--- config.mk ---
export PLATFORM = sky130hd
export DESIGN_NAME = axis_tx_fifo
export DESIGN_NICKNAME = d
export VERILOG_FILES = /design/src/rtl/axis_tx_fifo.sv
export SDC_FILE = /design/constraint.sdc
export NUM_CORES = 1
export LEC_CHECK = 0
export BUFFER_PORTS_ARGS = -buffer_cell sky130_fd_sc_hd__buf_2
export CORE_MARGIN = 3
export CORE_UTILIZATION = 60
export CTS_BUF_LIST = sky130_fd_sc_hd__clkbuf_8
export DETAILED_ROUTE_END_ITERATION = 10
export GPL_ROUTABILITY_DRIVEN = 0
export GPL_TIMING_DRIVEN = 0
export HOLD_SLACK_MARGIN = 0.08
export PLACE_DENSITY_LB_ADDON = 0.05
export SYNTH_ARGS = -nofsm -noshare
export SYNTH_HDL_FRONTEND = slang
export SYNTH_SLANG_ARGS = --single-unit
--- constraint.sdc ---
create_clock -name ACLK -period 13.3 [get_ports ACLK]
set_input_delay 1.995 -clock ACLK [delete_from_list [all_inputs] [get_ports ACLK]]
set_output_delay 1.995 -clock ACLK [all_outputs]
set_load 0.1 [all_outputs]
--- src/rtl/axis_tx_fifo.sv ---
// AXI4-Stream master fed by a first-word-fall-through FIFO.
// TLAST is either taken from the producer or generated from a per-packet beat count.
module axis_tx_fifo #(
    parameter int DATA_WIDTH = 64,
    parameter int DEPTH      = 8,
    parameter int USER_WIDTH = 3,
    parameter int ID_WIDTH   = 2,
    parameter int DEST_WIDTH = 1,
    parameter int LEN_WIDTH  = 8
) (
    input  logic                      ACLK,
    input  logic                      ARESETn,
    input  logic                      in_valid,
    output logic                      in_ready,
    input  logic [DATA_WIDTH-1:0]     in_data,
    input  logic [DATA_WIDTH/8-1:0]   in_keep,
    input  logic                      in_last,
    input  logic [USER_WIDTH-1:0]     in_user,
    input  logic [ID_WIDTH-1:0]       in_id,
    input  logic [DEST_WIDTH-1:0]     in_dest,
    input  logic                      cfg_auto_last,
    input  logic [LEN_WIDTH-1:0]      cfg_pkt_len,
    input  logic                      TREADY,
    output logic                      TVALID,
    output logic [DATA_WIDTH-1:0]     TDATA,
    output logic [DATA_WIDTH/8-1:0]   TKEEP,
    output logic [DATA_WIDTH/8-1:0]   TSTRB,
    output logic                      TLAST,
    output logic [USER_WIDTH-1:0]     TUSER,
    output logic [ID_WIDTH-1:0]       TID,
    output logic [DEST_WIDTH-1:0]     TDEST,
    output logic [$clog2(DEPTH):0]    count,
    output logic                      pkt_done
);

    localparam int KW = DATA_WIDTH / 8;
    localparam int AW = $clog2(DEPTH);
    localparam int CW = AW + 1;
    localparam int EW = DATA_WIDTH + KW + USER_WIDTH + ID_WIDTH + DEST_WIDTH + 1;

    logic [EW-1:0]        mem [DEPTH];
    logic [AW-1:0]        wr_ptr;
    logic [AW-1:0]        rd_ptr;
    logic                 rdy_en;
    logic [LEN_WIDTH-1:0] bcnt;
    logic                 lat_auto;
    logic [LEN_WIDTH-1:0] lat_len;

    logic                 wr_en;
    logic                 rd_en;
    logic                 first_beat;
    logic                 eff_auto;
    logic [LEN_WIDTH-1:0] eff_len;
    logic [LEN_WIDTH-1:0] cfg_len_min1;
    logic                 last_bit;
    logic [EW-1:0]        head;

    logic [DATA_WIDTH-1:0] h_data;
    logic [KW-1:0]         h_keep;
    logic [USER_WIDTH-1:0] h_user;
    logic [ID_WIDTH-1:0]   h_id;
    logic [DEST_WIDTH-1:0] h_dest;
    logic                  h_last;

    // rdy_en keeps in_ready low while in reset, when count alone would report space
    assign in_ready = rdy_en && (count < CW'(DEPTH));
    assign TVALID   = (count != '0);
    assign wr_en    = in_valid && in_ready;
    assign rd_en    = TVALID && TREADY;

    // The first beat of a packet uses live config; later beats use the latched copy
    assign first_beat   = (bcnt == '0);
    assign cfg_len_min1 = (cfg_pkt_len == '0) ? LEN_WIDTH'(1) : cfg_pkt_len;
    assign eff_auto     = first_beat ? cfg_auto_last : lat_auto;
    assign eff_len      = first_beat ? cfg_len_min1 : lat_len;
    assign last_bit     = eff_auto ? (bcnt == eff_len - LEN_WIDTH'(1)) : in_last;

    always_ff @(posedge ACLK) begin
        if (wr_en) begin
            mem[wr_ptr] <= {in_data, in_keep, in_user, in_id, in_dest, last_bit};
        end
    end

    always_ff @(posedge ACLK or negedge ARESETn) begin
        if (!ARESETn) begin
            rdy_en   <= 1'b0;
            wr_ptr   <= '0;
            rd_ptr   <= '0;
            count    <= '0;
            bcnt     <= '0;
            lat_auto <= 1'b0;
            lat_len  <= LEN_WIDTH'(1);
            pkt_done <= 1'b0;
        end else begin
            rdy_en   <= 1'b1;
            pkt_done <= rd_en && TLAST;
            if (wr_en) begin
                wr_ptr <= wr_ptr + AW'(1);
                bcnt   <= last_bit ? '0 : bcnt + LEN_WIDTH'(1);
                if (first_beat) begin
                    lat_auto <= cfg_auto_last;
                    lat_len  <= cfg_len_min1;
                end
            end
            if (rd_en) begin
                rd_ptr <= rd_ptr + AW'(1);
            end
            if (wr_en && !rd_en) begin
                count <= count + CW'(1);
            end else if (rd_en && !wr_en) begin
                count <= count - CW'(1);
            end
        end
    end

    assign head = mem[rd_ptr];
    assign {h_data, h_keep, h_user, h_id, h_dest, h_last} = head;

    // Payload reads as zero whenever nothing valid is presented
    assign TDATA = TVALID ? h_data : '0;
    assign TKEEP = TVALID ? h_keep : '0;
    assign TSTRB = TKEEP;
    assign TLAST = TVALID ? h_last : 1'b0;
    assign TUSER = TVALID ? h_user : '0;
    assign TID   = TVALID ? h_id   : '0;
    assign TDEST = TVALID ? h_dest : '0;

endmodule

==> flow_metrics.tcl <==
set metrics [dict create \
    hold_class "reg2reg" \
    ioPinCount 186 \
    post_cts_buffers 0 \
    worstPathArrival_ps 4210 \
    synth_warnings 0 \
    drv_cap 0 \
    post-dp-hpwl_mm 34.60 \
    period_needed_ps 6204 \
    drtIter0Drc 1034 \
    place_area_um2 28220 \
    dp_slack_ps 7643 \
    path_class "reg2out" \
    synth_top_cell_area_share_pct 73.46 \
    start_util_pct 61.18 \
    netlist_area_um2 25830 \
    yosysSeqAreaShare_pct 76.28 \
    crit_top_cell "clkbuf_1" \
    synthArstFlopShare_pct 4.387 \
    cts_inserted_buffers 103 \
    synth_seq_cells 661 \
    synth_ff_type "edfxtp_1" \
    drcViolationCount 0 \
    cts_max_level 3 \
    fin_ws_ps 7096 \
    first_pass_iters 5 \
    grt_pass1_vias 13346 \
    vias_per_cell 5.931 \
    rsz0062_at_grt "false" \
    grt_pass1_wl_mm 81.03 \
    grt_antenna_before_repair 8 \
    crit_chain "clkbuf_1, clkbuf_1, buf_1, mux4_2, mux2i_1, nor2_1, buf_4, buf_2" \
    clockRootBuffer "clkbuf_8" \
    clock_skew_ps 20.37 \
    vias 12929 \
    routed_wl_mm 53.07 \
    end_kind "output port" \
    gr-total-overflow 0 \
    nets 1660 \
    max-slew-margin-rel_pct 31.28 \
    area_delta_synth_final_pct 16.62 \
    timing_hold_violations_final 0 \
    die_y_um 213.5 \
    grt_usage_pct 24.25 \
    slew_viol_final 0 \
    start_kind "register" \
    slowest_stage "buf_1" \
    synth_top_cell_by_area "edfxtp_1" \
    final_area_um2 30130 \
    syn_nets 1308 \
    cts_hold_buf 0 \
    final_cells 2180 \
    avgSynthCellArea_um2 21.40 \
    fp.coreArea_um2 42230 \
    synth_cell_types 57 \
    fin_util_pct 71.35 \
    clk_pin_slew_worst_paths_ps 60 \
    yosys.cell_count.top_type "edfxtp_1" \
    cts_sinks 661 \
    fin_crit_sh_pct 46.64 \
    cts_tree "built" \
    status "finished clean" \
    clk_path_buf_depth 3 \
    grt_max_degree 30 \
    drtAntennaViolNets 0 \
    synth_edf_count 632 \
    portBuffers 185 \
    die_w_um 213.5 \
    synth_area_leaders "edfxtp_1, mux4_2, mux2i_1" \
    syn_inst 1207 \
    std_cell_rows 75 \
    placedCellCount 1993 \
    wl_per_cell_um 24.35 \
    ys_top_cells_by_count "edfxtp_1, mux4_2, nor2_1" \
    tightest_slew_ps 1022 \
    max_freq_mhz 161.2 \
    setup_violations 0 \
    max_stage_delay_ps 770 \
    die_area_um2 45580 \
    drive_gt1_share_pct 35.10 \
    cts-resized-gates 0 \
    cp.required_ps 11310 \
    clk_latency_ps 670 \
    crit_path_max_fanout 10 \
]
-- worst paths after layout --
path                       cells past startpoint  slack, ps       from         end
hold / removal                                 1        500   lat_auto    lat_auto
max in group asynchronous                      1      11450    ARESETn   rd_ptr[1]
setup reg to reg                              13       9460    bcnt[0]     bcnt[5]
min in group asynchronous                      1       1400    ARESETn  lat_len[2]
setup / recovery                               8       7100  rd_ptr[0]    TSTRB[4]
hold reg to reg                                1        500   lat_auto    lat_auto
-- per-layer routing --
metal / global-route usage [%] / routed length [um] / up-vias
li1: - / - / 5681
met1: 34.85 / 22330 / 6711
met2: 38.53 / 26000 / 424
met3: 5.677 / 3480 / 101
met4: 6.700 / 1179 / 12
met5: 0 / 84 / -
-- worst max-delay path: cells and delay by family (launching register included) --
family        cells  cell delay [ps]
buf+inv           5             2210
flops             1              360
mux               2              900
simple gates      1               90
-- cell type report --
cell class	instances	area [um2]
inverter	8	30.03
buffer	66	280.3
tap	539	674.4
fill	2629	12100
timing repair buffer	247	1662
multi-input combinational	472	5873
clock inverter	77	422.9
antenna	3	7.507
sequential	661	19710
clock buffer	107	1473
-- registers in the layout, summed over array words and instances (netlist names) --
register,flops
bcnt,8
pkt_done,1
wr_ptr,3
rd_ptr,3
mem,632
lat_auto,1
count,4
rdy_en,1
lat_len,8
-- cells by family after synthesis --
group,count (synthesis),synth area share (%)
AOI/OAI and AO/OA,33,1.046
muxes,255,17.61
xor gates and xnor gates,17,0.5763
other,1,0.01452
DFF,661,76.28
and+or+nand+nor,157,2.814
buffers and inverters,74,1.201
adders and majority gates,9,0.4650
-- cells in the final DEF, fill, tap and decap left out, drive strengths merged, types with 2 or more instances in the layout --
master and instances:
and3 3, or4 3, mux2i 85, nand2b 4, o21a 2, o2bb2ai 2
diode 3, ha 8, edfxtp 632, nor2 94, mux2 12, o21ai 9
nand4 2, buf 281, clkbuf 139, clkinv 37, bufinv 4, and2 2
a211oi 2, nand3 6, xor2 4, nor2b 3, nand2 18, or3 4
nor4 3, xnor2 13, dfrtp 28, a21oi 5, nor3 9, inv 43
mux4 158
-- through the flow --
| step | hold slack [ps] | TNS, ps |
|---|---|---|
| 3_3_place_gp | 490.7 | -710030 |
| 2_1_floorplan | 479.2 | 0 |
| 3_5_place_dp | 493.4 | 0 |
| 4_1_cts | 506.3 | 0 |
| 5_1_grt | 520.4 | 0 |
| 6_report | 503.9 | 0 |
Power is left out: the tool's default activity adds up to more than one toggle a clock period on the data nets, which glitch-free logic cannot reach.
